==> config.mk <==
export PLATFORM = sky130hd
export DESIGN_NAME = irrigation_sequencer
export DESIGN_NICKNAME = d
export VERILOG_FILES = /design/src/rtl/irrigation_sequencer.sv
export SDC_FILE = /design/constraint.sdc
export NUM_CORES = 1
export LEC_CHECK = 0
export ABC_AREA = 1
export BUFFER_PORTS_ARGS = -buffer_cell sky130_fd_sc_hd__clkbuf_2
export CAP_MARGIN = 20
export CORE_ASPECT_RATIO = 1.4
export CORE_UTILIZATION = 50
export DETAILED_ROUTE_END_ITERATION = 10
export GPL_TIMING_DRIVEN = 0
export PLACE_DENSITY_LB_ADDON = 0.3
export SLEW_MARGIN = 30
export SYNTH_ARGS = -nofsm -noshare
export SYNTH_HDL_FRONTEND = slang
export SYNTH_SLANG_ARGS = --single-unit
export TNS_END_PERCENT = 10
==> constraint.sdc <==
create_clock -name clk -period 2 [get_ports clk]
set_input_delay 0.1 -clock clk [delete_from_list [all_inputs] [get_ports clk]]
set_output_delay 0.1 -clock clk [all_outputs]
set_load 0.02 [all_outputs]
==> src/rtl/irrigation_sequencer.sv <==
// Irrigation sequencer: waits for a trusted event held for CONFIRM_TICKS,
// opens the valve for IRRIGATE_TICKS, then locks out for COOLDOWN_TICKS.
// Comparator fault codes are counted independently of the tick time base,
// and a sticky alarm blocks new cycles and aborts a watering in progress.
//
// Ports:
//   clk          single clock, rising edge
//   reset        synchronous, active-high reset
//   tick         one-cycle time-base strobe (1 tick = 100 s field time)
//   event_in     trusted event from the upstream sensor comparator
//   flag_in[2:0] comparator fault code (000 = none, else disagreeing sensor id)
//   alarm_clr    operator clear of fault_alarm and fault_count
//   valve_on     irrigation valve drive (high exactly while IRRIGATE)
//   state_out    00 IDLE, 01 CONFIRM, 10 IRRIGATE, 11 COOLDOWN
//   event_count  saturating count of completed irrigations
//   fault_count  saturating count of fault reports
//   last_fault   most recent nonzero fault code
//   fault_alarm  sticky alarm, raised when fault_count reaches FAULT_LIMIT
module irrigation_sequencer #(
  parameter int CONFIRM_TICKS  = 4,
  parameter int IRRIGATE_TICKS = 20,
  parameter int COOLDOWN_TICKS = 10,
  parameter int FAULT_LIMIT    = 3
) (
  input  logic       clk,
  input  logic       reset,
  input  logic       tick,
  input  logic       event_in,
  input  logic [2:0] flag_in,
  input  logic       alarm_clr,
  output logic       valve_on,
  output logic [1:0] state_out,
  output logic [7:0] event_count,
  output logic [7:0] fault_count,
  output logic [2:0] last_fault,
  output logic       fault_alarm
);

  localparam int MAX_A     = (CONFIRM_TICKS > IRRIGATE_TICKS) ? CONFIRM_TICKS : IRRIGATE_TICKS;
  localparam int MAX_TICKS = (MAX_A > COOLDOWN_TICKS) ? MAX_A : COOLDOWN_TICKS;
  localparam int CNT_W     = $clog2(MAX_TICKS + 1);

  // A phase ends on the tick that would bring the counter to its limit.
  localparam logic [CNT_W-1:0] CONFIRM_LAST  = CNT_W'(CONFIRM_TICKS - 1);
  localparam logic [CNT_W-1:0] IRRIGATE_LAST = CNT_W'(IRRIGATE_TICKS - 1);
  localparam logic [CNT_W-1:0] COOLDOWN_LAST = CNT_W'(COOLDOWN_TICKS - 1);

  typedef enum logic [1:0] {
    ST_IDLE     = 2'b00,
    ST_CONFIRM  = 2'b01,
    ST_IRRIGATE = 2'b10,
    ST_COOLDOWN = 2'b11
  } state_e;

  state_e           state_q, state_d;
  logic [CNT_W-1:0] cnt_q, cnt_d;
  logic             valve_on_q, valve_on_d;
  logic [7:0]       event_count_q, event_count_d;
  logic [7:0]       fault_count_q, fault_count_d;
  logic [2:0]       last_fault_q, last_fault_d;
  logic             fault_alarm_q, fault_alarm_d;
  logic [2:0]       flag_prev_q, flag_prev_d;
  logic             fault_edge;

  // ---------------------------------------------------------------------
  // Sequencer: advances only on ticks, except the alarm abort of IRRIGATE.
  // ---------------------------------------------------------------------
  // NOTE: every signal written here gets a default first, so no path can
  // leave one unassigned and infer a latch.
  always_comb begin
    state_d       = state_q;
    cnt_d         = cnt_q;
    event_count_d = event_count_q;

    unique case (state_q)
      ST_IDLE: begin
        if (tick && event_in && !fault_alarm_q) begin
          if (CONFIRM_TICKS <= 1) begin
            state_d = ST_IRRIGATE;
            cnt_d   = '0;
          end else begin
            state_d = ST_CONFIRM;
            cnt_d   = CNT_W'(1);
          end
        end
      end

      ST_CONFIRM: begin
        // A confirmation already under way is allowed to finish even if
        // the alarm rises; IRRIGATE then aborts on the following clk.
        if (tick) begin
          if (!event_in) begin
            state_d = ST_IDLE;
            cnt_d   = '0;
          end else if (cnt_q >= CONFIRM_LAST) begin
            state_d = ST_IRRIGATE;
            cnt_d   = '0;
          end else begin
            cnt_d = cnt_q + CNT_W'(1);
          end
        end
      end

      ST_IRRIGATE: begin
        // Alarm abort wins over a coinciding final tick: no credit given.
        if (fault_alarm_q) begin
          state_d = ST_COOLDOWN;
          cnt_d   = '0;
        end else if (tick) begin
          if (cnt_q >= IRRIGATE_LAST) begin
            state_d = ST_COOLDOWN;
            cnt_d   = '0;
            if (event_count_q != 8'hFF) begin
              event_count_d = event_count_q + 8'd1;
            end
          end else begin
            cnt_d = cnt_q + CNT_W'(1);
          end
        end
      end

      ST_COOLDOWN: begin
        if (tick) begin
          if (cnt_q >= COOLDOWN_LAST) begin
            state_d = ST_IDLE;
            cnt_d   = '0;
          end else begin
            cnt_d = cnt_q + CNT_W'(1);
          end
        end
      end

      default: begin
        state_d = ST_IDLE;
        cnt_d   = '0;
      end
    endcase

    // Registered from the next state so valve_on and state_out agree.
    valve_on_d = (state_d == ST_IRRIGATE);
  end

  // ---------------------------------------------------------------------
  // Fault tracking: runs every clk, independent of tick.
  // ---------------------------------------------------------------------
  // A fault is a 000 -> nonzero transition seen while no event is trusted;
  // the history follows flag_in every clk so a held code counts once, and a
  // code that rose while event_in=1 is never counted later.
  assign fault_edge = (flag_prev_q == 3'b000) && (flag_in != 3'b000) && !event_in;

  always_comb begin
    flag_prev_d   = flag_in;
    fault_count_d = fault_count_q;
    fault_alarm_d = fault_alarm_q;
    last_fault_d  = last_fault_q;

    if (fault_edge) begin
      last_fault_d = flag_in;
    end

    if (alarm_clr) begin
      fault_count_d = fault_edge ? 8'd1 : 8'd0;
      fault_alarm_d = 1'b0;
    end else if (fault_edge && (fault_count_q != 8'hFF)) begin
      fault_count_d = fault_count_q + 8'd1;
    end

    // Alarm is judged on the updated count so it rises with the counting
    // edge; after a clear this only fires when FAULT_LIMIT is 1.
    if (fault_edge && (int'(fault_count_d) >= FAULT_LIMIT)) begin
      fault_alarm_d = 1'b1;
    end
  end

  // ---------------------------------------------------------------------
  // State registers
  // ---------------------------------------------------------------------
  // NOTE: sequential state uses non-blocking assignments only, so every
  // flop samples the pre-edge values regardless of statement order.
  always_ff @(posedge clk) begin
    if (reset) begin
      state_q       <= ST_IDLE;
      cnt_q         <= '0;
      valve_on_q    <= 1'b0;
      event_count_q <= 8'd0;
      fault_count_q <= 8'd0;
      last_fault_q  <= 3'b000;
      fault_alarm_q <= 1'b0;
      flag_prev_q   <= 3'b000;
    end else begin
      state_q       <= state_d;
      cnt_q         <= cnt_d;
      valve_on_q    <= valve_on_d;
      event_count_q <= event_count_d;
      fault_count_q <= fault_count_d;
      last_fault_q  <= last_fault_d;
      fault_alarm_q <= fault_alarm_d;
      flag_prev_q   <= flag_prev_d;
    end
  end

  assign valve_on    = valve_on_q;
  assign state_out   = state_q;
  assign event_count = event_count_q;
  assign fault_count = fault_count_q;
  assign last_fault  = last_fault_q;
  assign fault_alarm = fault_alarm_q;

endmodule

# Word-level counts from Yosys, hierarchy flattened
# Index checks and enable logic that the tools add are counted.
# W data, S select, Z words.
# totals
latchBits	0
romBits	0
register_bits	31
ramBits	0
output_inout_bits	23
wordCells	65
n_memories	0
inputBits	8
# op_classes
bitwise_logic	1
n_addsub	3
n_reduce_logical	14
n_eq_ne	10
n_mul	0
shifts	0
n_div	0
magnitude_cmp	4
mux	25
# ops
op	count
$mux W5	9
$pmux W5 S4	1
$mux W2	9
$add A8 B1 Y8 const B	2
$mux W8	2
$ne A8 B8 Y1 const B	2
$ge A8 B2 Y1 const B	1
$pmux W2 S4	1
$eq A2 B2 Y1 const B	3
$logic_and A1 B1 Y1	6
$ne A2 B2 Y1 const B	3
$add A5 B1 Y5 const B	1
$ge A5 B2 Y1 const B	1
$ge A5 B4 Y1 const B	1
$ge A5 B5 Y1 const B	1
$reduce_and A5 Y1	1
$reduce_and A4 Y1	1
$logic_not A3 Y1	1
$mux W1	3
$ne A3 B3 Y1 const B	1
$reduce_bool A3 Y1	1
$eq A2 B1 Y1 const B	1
$logic_not A1 Y1	2
$logic_not A2 Y1	1
2 further kinds	2

# Depth between registers and ports, before layout
# depth
depth_word	9
depth_mapped	14
depth_no_buf	14

# Least setup slack after synthesis
# No wires, ideal clock.
# synth_path
kind	reg-to-reg
start	register event_count_q[1] (netlist: event_count[1])
end	register event_count_q[2] (netlist: event_count[2])
n_path_buf	1
arrival_ps	1524
path_slack_ps	348
synth_period_minus_slack_ps	1652
setup_ps	128
path_stages_with_launch	10
t_required_ps	1872
path_cell_list	dfxtp_1 -> ha_1 -> nand2_1 -> nor2_1 -> nand3_1 -> and3_1 -> buf_6 -> nand2_1 -> xor2_1 -> nor2_1
# synth_via
elab_chain_len	2
# synth_rtl
element	line_no	source
start, declared	58	logic [7:0] event_count_q, event_count_d;
start signal, assigned	194	event_count_q <= event_count_d;
parallel branches: the longest is 2 deep, another holds $add A8 B1 Y8	--	
# Several ways; the timed one is not identified.
# A chain may end at the register's enable or synchronous reset.

# Final worst setup path
# layout_path
start	register cnt_q[0]
end	register event_count_q[4] (netlist: event_count[4])
# layout_via
elab_chain_len	2
# layout_rtl
element	line_no	source
start, declared	56	logic [CNT_W-1:0] cnt_q, cnt_d;
start signal, assigned	192	cnt_q <= cnt_d;
$ge A5 B5 Y1	110	if (cnt_q >= IRRIGATE_LAST) begin
$reduce_and A5 Y1 (no line)	--	
# No other way between the ends.

==> summary.md <==
| Metric | Value |
|---|---|
| Status | `finished, final reports clean` |
| Crit path max-delay family | `simple AND/OR/NAND/NOR gates` |
| Final min period | `1.726 ns` |
| WS Path Type | `reg -> reg` |
| Power Total | `1.414 mW` |
| CP bufs+invs | `1` |
| Clock sink count | `31` |
| Async set-reset flop share out of synthesis | `0` |
| Worst hold start | `flag_in[2]` |
| CP dominant cell by count | `nor2_2` |
| Synth Flop Type | `dfxtp_1` |
| TritonCTS Buffers | `5` |
| Core area | `3410 sq um` |
| VDD IR max | `0.8004 mV` |
| Routed Antenna Nets | `0` |
| Clock share of power | `0.454` |
| Finished Layout Cells | `347` |
| Worst r2r path cells | `10` |
| Sequential share of power | `0.456` |
| Residual DRC | `0` |
| Detailed placement HPWL | `2945 microns` |
| Syn Std Cell Area | `1793 sq um` |
| Reg clk slew, reported paths | `0.07 ns` |
| Worst-Margin Slew | `0.4850 ns` |
| EDFF count, synth | `0` |
| Critical-path cell list | `ha_1, nor2_2, nand3_2, nand2_2, nor2_2, and3_1, buf_6, nand3_1, o21ai_0, a21oi_1` |
| Skew-Pair Late Insertion Delay | `0.29 ns` |
| First-pass GRT wire length | `6479 microns` |
| Placed Cells | `339` |
| HP Class | `in -> reg` |
| Pwr dens | `671.4 nW/um^2` |
| CTS-repair resized insts | `0` |
| Footprint of the multi-input gates | `1025 sq um` |
| Post-CTS Setup Bufs | `0` |
| Critical path arrival | `1.90 ns` |
| Period utilization | `0.8630` |
| Syn_area_per_cell | `6.641 sq um` |
| Largest net degree at the start of global routing | `11` |
| WL final | `3809 microns` |
| Switching part of the total power | `0.2396` |
| Antenna Cells | `0` |
| Crit-path max FO | `8` |
| Reg area | `620.6 sq um` |
| CTS tree | `yes` |
| Slew Limit Fails | `0` |
| Wire per inst | `10.98 microns` |
| H-tree depth | `2` |
| FILL cells | `335` |
| Vias per cell | `5.130` |
| Worst reg2reg setup slack | `0.27 ns` |
| Max-cap violations | `0` |
| Max Fclk | `579.4 MHz` |
| Buffers added on ports | `29` |
| Static Leakage | `1.028 nW` |
| Vias in the first global route | `1616` |
| Most common cell after layout, fill and taps aside | `nand2_1` |
| DR pass1 iterations | `4` |
| Setup crit start kind | `flop` |
| Starting Density | `0.5259` |
| Core Rows | `25` |
| Fraction of layout cells with a size suffix above 1 | `0.1954` |
| Final #Nets | `318` |
| I/O Pins | `31` |
| Critical Path Max Stage Delay | `0.42 ns` |
| Most frequent cells in the layout | `nand2_1, nor2_1, dfxtp_1` |
| Area Overhead vs Synth | `17.45%` |
| Yosys reg bits | `31` |
| Hold Violations, Final | `0` |
| Total routing usage reported by global routing | `0.2275` |
| Post-Syn Nets | `282` |
| Worst clock skew | `0.009619 ns` |
| Post-synthesis sequential area ratio | `0.3461` |
| RD Place Congestion | `0.8550` |
| Hold path depth | `3` |
| Grt ovf | `0` |
| 1st-iter DRT viols | `39` |
| Clock Tree Buf Depth | `2` |
| Final setup TNS | `0 ns` |
| CP required | `2.17 ns` |
| Crit end category | `flop` |
| Worst r2r dst | `event_count[4]` |
| Hold-fix buffers at CTS | `0` |
| Synth warn | `0` |
| Cells after synthesis | `270` |
| WHS Endpoint | `flag_prev_q[2]` |
| Reg-to-reg startpoint | `cnt_q[0]` |
| Int Power | `1.075 mW` |
| Final setup vio count | `0` |
| Worst path slowest cell | `dfxtp_1` |
| Stages on worst setup path | `10` |
| Die ar. | `3833 sq um` |
| Chip height | `72.86 microns` |
| Die width | `52.61 microns` |
| Combinational share of power | `0.091` |
| Vias | `1780` |
| Clock root buffer | `clkbuf_8` |
| P_sw | `338.7 uW` |
| RSZ-0062 raised after global routing | `no` |
| Initial antenna violation count | `0` |
| Slew headroom | `0.6766` |
| Synth unique cells | `31` |
## logic make-up (layout without fill, tap and decap cells)
family | after synthesis | in the layout | share of synthesized area
simple gates | 162 | 162 | 0.4145
buf+inv | 37 | 74 | 0.08234
compound gates | 32 | 32 | 0.1096
flops | 31 | 31 | 0.3461
fa+ha+maj | 4 | 4 | 0.02791
xor+xnor | 4 | 4 | 0.01954
## final cells by class
cell class / count / area share
timing repair buffer: 29 / 0.06892
sequential: 31 / 0.2947
clock buffer: 6 / 0.03922
multi-input combinational: 202 / 0.4866
inverter: 33 / 0.05882
clock inverter: 2 / 0.01664
tap: 40 / 0.02377
buffer: 4 / 0.01129
## state kept, by name, summed over array words and instances (netlist names)
register,count
event_count,8
cnt_q,5
state_out,2
fault_count,8
valve_on,1
fault_alarm,1
last_fault,3
flag_prev_q,3
## worst max-delay path by stage
stage | start | endpoint | slack [ns]
floorplan | event_count[1] | event_count[2] | 0.35
global placement | cnt_q[0] | event_count[5] | 0.33
detailed placement | cnt_q[0] | event_count[4] | 0.31
CTS | cnt_q[0] | event_count[4] | 0.28
global route | fault_count[1] | fault_alarm | 0.09
finish | cnt_q[0] | event_count[4] | 0.27
## metal layers
metal  global-route usage  share of wire
met5                    0              0
met4               0.1228          0.023
met3              0.05000          0.024
met2               0.3924           0.52
met1               0.2516           0.43
## cells in the mapped netlist (all sizes together), types with 3 or more instances
| library cell | number | area [sq um] |
|---|---|---|
| o21ai | 14 | 73.82 |
| a32o | 3 | 30.03 |
| nand3 | 26 | 165.2 |
| nand3b | 3 | 22.52 |
| xor2 | 3 | 26.28 |
| dfxtp | 31 | 620.6 |
| nor2 | 46 | 197.7 |
| nand2 | 84 | 340.3 |
| ha | 4 | 50.05 |
| inv | 32 | 120.1 |
| a21oi | 11 | 58.81 |
## power by group through the flow
stage	Sequential, mW	Clock (mW)	Combinational, mW
after floorplan	0.665	0	0.0830
after global placement	0.657	0	0.127
after detailed placement	0.658	0	0.129
after CTS	0.644	0.661	0.130
after global routing	0.645	0.680	0.147
final	0.644	0.642	0.128
## worst reg2reg max path, delay by kind of cell, from the launching register on
kind,cells,cell delay [ns]
compound gates,2,0.21
buf+inv,1,0.14
fa+ha+maj,1,0.26
simple gates,6,0.59
flops,1,0.42
## through the flow
step                      setup WS (ns)  area, sq um  hold WS (ns)  utilization
after floorplan                  0.3482         1793        0.2568            -
after global placement           0.3303         1988        0.3563       0.5831
after detailed placement         0.3062         1988        0.3637       0.5831
after CTS                        0.2798         2106       0.05121       0.6176
after global routing            0.08956         2106       0.06779       0.6176
final                            0.2741         2106       0.06437       0.6176
Note: power is estimated with default switching activity, not from simulation.
